==> config.mk <==
export PLATFORM = sky130hd
export DESIGN_NAME = fb_scanout
export DESIGN_NICKNAME = d
export VERILOG_FILES = /design/src/rtl/fb_scanout.sv
export SDC_FILE = /design/constraint.sdc
export NUM_CORES = 1
export LEC_CHECK = 0
export ABC_AREA = 1
export BUFFER_PORTS_ARGS = -buffer_cell sky130_fd_sc_hd__buf_2
export CORE_AREA = 2 2 75 77
export CTS_BUF_LIST = sky130_fd_sc_hd__clkbuf_2
export DETAILED_ROUTE_END_ITERATION = 8
export DIE_AREA = 0 0 77 79
export PLACE_DENSITY = 0.89
export SYNTH_ARGS = -nofsm -noshare
export SYNTH_HDL_FRONTEND = slang
export SYNTH_SLANG_ARGS = --single-unit
==> constraint.sdc <==
create_clock -name clk -period 2.6 [get_ports clk]
set_input_delay 0.65 -clock clk [delete_from_list [all_inputs] [get_ports clk]]
set_output_delay 0.65 -clock clk [all_outputs]
set_load 0.05 [all_outputs]
==> src/rtl/fb_scanout.sv <==
// Frame-buffer scanout: reads a 2^ROW_LOG2 x 2^COL_LOG2 frame in raster order from a
// single-port SRAM and streams it on valid/ready through a 2-entry skid FIFO.
module fb_scanout #(
  parameter int COL_LOG2 = 6,
  parameter int ROW_LOG2 = 6,
  parameter int PIX_W    = 12
) (
  input  logic                         clk,
  input  logic                         reset,
  input  logic                         done,
  output logic                         FB_CEN,
  output logic [COL_LOG2+ROW_LOG2-1:0] FB_A,
  input  logic [PIX_W-1:0]             FB_Q,
  output logic                         pix_valid,
  input  logic                         pix_ready,
  output logic [PIX_W-1:0]             pix_data,
  output logic                         pix_sof,
  output logic                         pix_eol,
  output logic                         busy,
  output logic                         frame_done,
  output logic                         overrun
);
  localparam int AW = COL_LOG2 + ROW_LOG2;

  typedef enum logic [1:0] {IDLE, RUN, DRAIN} state_t;
  typedef struct packed {
    logic [PIX_W-1:0] data;
    logic             sof;
    logic             eol;
  } ent_t;

  state_t        state, state_nx;
  logic          done_d, start;
  logic [AW-1:0] cnt, a_last;
  logic          if_vld, if_sof, if_eol;
  ent_t          mem [2];
  logic          rp, wp;
  logic [1:0]    occ, eff;
  logic          push, pop, issue, last_pop;
  ent_t          head;

  assign start = done & ~done_d;
  assign push  = if_vld;
  assign pop   = pix_valid & pix_ready;
  // Occupancy seen by the issue rule credits this cycle's pop, so a full-rate
  // consumer never sees a bubble.
  assign eff      = occ + {1'b0, if_vld} - {1'b0, pop};
  assign issue    = (state == RUN) && (eff < 2'd2);
  assign last_pop = (state == DRAIN) && pop && (occ == 2'd1) && !if_vld;
  assign head     = mem[rp];

  always_ff @(posedge clk) begin
    if (reset) state <= IDLE;
    else       state <= state_nx;
  end

  always_comb begin
    state_nx = state;
    case (state)
      IDLE:    if (start) state_nx = RUN;
      RUN:     if (issue && (cnt == {AW{1'b1}})) state_nx = DRAIN;
      DRAIN:   if (last_pop) state_nx = IDLE;
      default: state_nx = IDLE;
    endcase
  end

  always_comb begin
    FB_CEN    = ~issue;
    FB_A      = issue ? cnt : a_last;
    busy      = (state != IDLE);
    pix_valid = (occ != 2'd0);
    pix_data  = head.data;
    pix_sof   = head.sof;
    pix_eol   = head.eol;
  end

  always_ff @(posedge clk) begin
    if (reset) begin
      done_d     <= 1'b0;
      cnt        <= '0;
      a_last     <= '0;
      if_vld     <= 1'b0;
      if_sof     <= 1'b0;
      if_eol     <= 1'b0;
      mem[0]     <= '0;
      mem[1]     <= '0;
      rp         <= 1'b0;
      wp         <= 1'b0;
      occ        <= 2'd0;
      frame_done <= 1'b0;
      overrun    <= 1'b0;
    end else begin
      done_d <= done;
      if (state == IDLE && start) cnt <= '0;
      else if (issue)             cnt <= cnt + 1'b1;
      if (issue) a_last <= cnt;
      if_vld <= issue;
      if_sof <= (cnt == '0);
      if_eol <= &cnt[COL_LOG2-1:0];
      if (push) begin
        mem[wp] <= '{data: FB_Q, sof: if_sof, eol: if_eol};
        wp      <= ~wp;
      end
      if (pop) rp <= ~rp;
      occ        <= occ + {1'b0, push} - {1'b0, pop};
      frame_done <= last_pop;
      overrun    <= overrun | (start & busy);
    end
  end
endmodule
# [After elaboration in Yosys (flattened, before gate mapping)]
# Memory sizes are Yosys's and may differ from the RTL's. A register that Yosys moved wholly into a read port is not among the register bits.
# Cells that the tools add are included.
[word_totals] wordCells=62 register_bits=36 ram_bits=28 memories=1 inputBits=16 output_inout_bits=31
[op_classes] order_cmp=1 mux=15 eq_ne=7 reduce_logical=15 bitwise=8 addsub=3
[mem_list] memory="mem" depth=2 width=14 read_ports=1 rd_ports_with_merged_regs=1 write_ports=2 line="36" source="ent_t mem [2];"
[op_table] op="$mux W14" n=1
[op_table] op="$reduce_or A14 Y1" n=1
[op_table] op="$add A12 B1 Y12 const B" n=1
[op_table] op="$eq A12 B12 Y1 const B" n=1
[op_table] op="$logic_not A12 Y1" n=1
[op_table] op="$mux W12" n=1
[op_table] op="$mux W1" n=9
[op_table] op="$logic_and A1 B1 Y1" n=6
[op_table] op="$mux W2" n=3
[op_table] op="$pmux W2 S3" n=1
[op_table] op="$reduce_and A6 Y1" n=1
[op_table] op="$eq A2 B1 Y1 const B" n=2
[op_table] op="$ne A2 B2 Y1 const B" n=2
[op_table] op="$not A1 Y1" n=4
[op_table] op="$reduce_bool A2 Y1" n=2
[op_table] op="$and A1 B1 Y1" n=3
[op_table] op="$reduce_and A3 Y1" n=1
[op_table] op="$add A2 B1 Y2" n=1
[op_table] op="$eq A2 B2 Y1 const B" n=1
[op_table] op="$logic_not A2 Y1" n=1
[op_table] op="$lt A2 B2 Y1 const B" n=1
[op_table] op="$ne A2 B1 Y1 const B" n=1
[op_table] op="$reduce_or A2 Y1" n=1
[op_table] op="$sub A2 B1 Y2" n=1
[op_table] op="2 further kinds" n=2

# [Longest topological paths before layout]
[depth] depth_word=8 mapped_depth=14 mapped_depth_nobuf=13

# [Worst setup path before layout]
# No wires, ideal clock.
[synth_timing] path_type="register to output" from="register occ[0]" to="output port FB_A[10]" path_stages_with_launch=15 arrival_time_ns=2.703 setup_slack_ns=-0.753 path_buffers=2 cell_sequence="dfxtp_1 inv_2 nand2_1 nand2_1 xor2_1 inv_1 ha_1 inv_1 nand3_1 nand3_2 buf_6 buf_6 nand2_1 inv_1 a21oi_1"
[synth_via] elab_chain_cells=6 elab_cells_between_ends=7 classes_between="add/sub (2); order compare (1); mux (1); bitwise (1); reduce/logical (2)"
[synth_rtl] element="start, declared" line="38" source="logic [1:0] occ, eff;"
[synth_rtl] element="start signal, assigned" line="105" source="occ <= occ + {1'b0, push} - {1'b0, pop};"
[synth_rtl] element="$reduce_bool A2 Y1" line="71" source="pix_valid = (occ != 2'd0);"
[synth_rtl] element="net pix_valid" line="14" source="output logic pix_valid,"
[synth_rtl] element="$and A1 B1 Y1" line="44" source="assign pop = pix_valid & pix_ready;"
[synth_rtl] element="$sub A2 B1 Y2" line="47" source="assign eff = occ + {1'b0, if_vld} - {1'b0, pop};"
[synth_rtl] element="$lt A2 B2 Y1" line="48" source="assign issue = (state == RUN) && (eff < 2'd2);"
[synth_rtl] element="$logic_and A1 B1 Y1" line="48"
[synth_rtl] element="$mux W12"
[synth_rtl] element="end, declared" line="12" source="output logic [COL_LOG2+ROW_LOG2-1:0] FB_A,"
# The timed path passes the listed nets, and every way through them passes these cells.

# [Final worst setup path]
[layout_timing] from="register occ[1]" to="output port FB_A[2]"
[layout_via] elab_chain_cells=6 elab_cells_between_ends=7 classes_between="add/sub (2); order compare (1); mux (1); bitwise (1); reduce/logical (2)"
[layout_rtl] element="parallel branches: the longest is 2 deep, another holds $add A2 B1 Y2"
[layout_rtl] element="$sub A2 B1 Y2 (*)" line="47"
[layout_rtl] element="$lt A2 B2 Y1 (*)" line="48"
[layout_rtl] element="$logic_and A1 B1 Y1 (*)" line="48"
[layout_rtl] element="$mux W12 (*)"
# Every way passes the cells marked *.

==> run metrics <==
status finished with violations; violated checks negative setup slack; Syn Area/Cell 8.70 µm²; global route hottest layer met2; Crit Path Max Fanout 6; Setup CP Type flop to primary output; share of cells above drive strength 1 37.9%; Worst slew margin 59.0%; met3 usage 3.98%; Die X 77 µm; worst skew pair latency 0.49 ns; Fill cells 368; Hold Crit Depth 3; simple-gate share of the synthesized area 19.6%; P&R area growth vs syn 34.7%; Fin Hold WS 0.368 ns; All-Layer GR Usage 24.5%; post-synthesis cell type count 27; CTS tree done; total I/O pin count 47; clk buf depth 2; cell taking the most area after synthesis edfxtp_1; global route total overflow 0; slowest stage cell, crit path dfxtp_2; min-delay src done; fin crit period 2.99 ns; iteration-0 DRC count of the detailed router 181; Clock Sinks 65; Num CTS Buffers 9; register area share after synthesis 53.0%; via count 2,656; Synth Area in Adders 1.26%; Root Driver clkbuf_2; Mapped Area 2980 µm²; Avg WL per Cell 15.4 µm; Detailed Place HPWL 4.43 mm; MaxCap Viol Count 0; router iterations before antenna repair 6; number of flops mapped to enable cells by yosys 28; fin worst setup slack -0.395 ns; clock skew 0.0190 ns; XOR/XNOR Fraction of Synth Area 1.17%; Yosys warning total 0; H-tree Lvls 3; Startpoint Class flop; worst vdd ir 0.529 mV; endpoints failing setup 13; Post-synth top cells 59 x inv_1, 59 x nand2_1, 55 x nor2_1, 37 x dfxtp_1; dpl cell area 3550 µm²; PD cells 608 nW/µm²; setup_tns -4.68 ns; routed wire length 7.69 mm; Clock transition at path regs 0.17 ns; Synth Register Bits 65; Vias/cell 5.32; WP buf/inv 6; RSZ-0062 raised after global routing yes; n_diodes 0; RR Startpoint occ[1]; CORE AREA 5340 µm²; Die H 79 µm; Tightest Hold Check Type input pin to flop; P_leak 1.70 nW; WP data arrival 2.34 ns; global-route wire length before repair 11.6 mm; R2R Setup Slk 0.44 ns; largest net degree at the start of global routing 22; met1 Use GR 27.2%; post-synth top area share 28.2%; Routed Antenna Nets 0; PortBufs 46; asr flop ratio synth 0%; Initial Utilization 55.9%; cell count after synthesis 343; top_reg_cell synth dfxtp_1; Synth Area in Compound Gates 9.10%; hold_buf cts 0; Post-layout nets 441; critical path's top delay family buffers and inverters; M2 GR Usage 44.6%; final core occ 75.3%; Crit. End Element primary output; reg2reg path depth 13; critical path depth 14; Hold Path Sink done_d; CP Data Required Time 1.95 ns; # rows 27; main combinational cell family by area after synthesis simple AND/OR/NAND/NOR gates; Area contributors post-synth edfxtp_1 28%, dfxtp_1 25%, inv_1 7.4%, nand2_1 7.4%, nor2_1 6.9%; critical path's largest stage delay 0.37 ns; period utilization 115%; max-slew violation count 0; vias in the first global route 2,620; initial antenna violation count 0; Remaining DRCs 0; crit path cell chain inv_2 -> nand2_4 -> nand2_4 -> xor2_1 -> inv_1 -> ha_4 -> inv_2 -> nand3_4 -> nand3_4 -> inv_4 -> buf_12 -> nand2_1 -> nand2_2 -> buf_6; synthesized net count 362; pre-CTS WS -0.246 ns; count of final hold-check violations 0; post-synthesis mux area share 5.28%; FMAX 0.334 GHz; gpl congestion 0.915; reg2reg end a_last[11]; Slew @ Worst Pin 0.613 ns; design area 4020 µm²; die area 6080 µm²
[cell type report]
class / count / area (µm²) / share of cell area [%]
Inverter: 63 / 244 / 6.07
Tap cell: 72 / 90.1 / 2.24
Sequential cell: 65 / 1590 / 39.4
Multi-Input combinational cell: 204 / 1320 / 32.8
Clock inverter: 6 / 58.8 / 1.46
Timing Repair Buffer: 79 / 672 / 16.7
Clock buffer: 10 / 50.0 / 1.24
[what timing repair did]
item / 4_1_cts / 5_1_grt
endpoints found under the hold margin: 0 / 0
cloned: 2 / 2
setup endpoints to repair: 13 / 27
gates resized for setup: 33 / 30
pin swaps: 3 / 3
buffers inserted: 4 / 5
[layout by cell type (no fill, tap or decap), drive strengths merged, types with 12 or more instances in the layout]
cell type	instances
mux2	14
edfxtp	28
dfxtp	37
inv	62
clkbuf	12
nor2	57
buf	76
nand2	63
a21oi	28
[per-layer routing]
metal / vias up / routed length (µm) / part of all wire [%]
li1: 1251 / - / -
met4: 0 / 392 / 5.1
met2: 153 / 3910 / 51
met3: 44 / 554 / 7.2
met5: - / 0 / 0
met1: 1208 / 2840 / 37
[through the flow]
step           power (mW)  instances
4_1_cts              2.38        492
5_1_grt              2.54        499
3_5_place_dp         1.73        470
6_report             2.44        499
2_1_floorplan        1.60        343
3_3_place_gp         1.71        470
[worst min-delay path, delay by kind of cell]
kind | cells | cell delay (ns)
buf+inv | 2 | 0.12
simple gates | 1 | 0.07
[how the worst max path moves through the flow]
stage / to / slack [ns] / startpoint
after floorplan: FB_A[10] / -0.01 / pix_ready
after global placement: FB_A[2] / -0.19 / pix_ready
after detailed placement: FB_A[2] / -0.25 / pix_ready
after CTS: FB_A[10] / -0.35 / occ[1]
after global routing: FB_A[2] / -0.50 / occ[1]
final: FB_A[2] / -0.39 / occ[1]
[flip-flops by register name (all words and copies together), names as in the netlist, named ones only]
register / count
a_last: 12
cnt: 12
done_d: 1
frame_done: 1
if_eol: 1
if_sof: 1
if_vld: 1
mem: 28
occ: 2
overrun: 1
rp: 1
state: 2
wp: 1
[where the power goes]
part | switching (mW) | internal [mW] | leakage (nW)
clock | 0.368 | 0.219 | 0.0654
combinational | 0.440 | 0.272 | 1.05
sequential | 0.0290 | 1.12 | 0.593
total | 0.837 | 1.61 | 1.70
[logic make-up (layout without fill, tap and decap cells)]
logic type                 Yosys count  after routing
adders and majority gates            3              3
muxes                               14             14
xor gates and xnor gates             4              4
DFF                                 65             65
AOI/OAI and AO/OA                   43             43
and+or+nand+nor                    140            140
buffers and inverters               74            158
(Power assumes the default switching activity.)
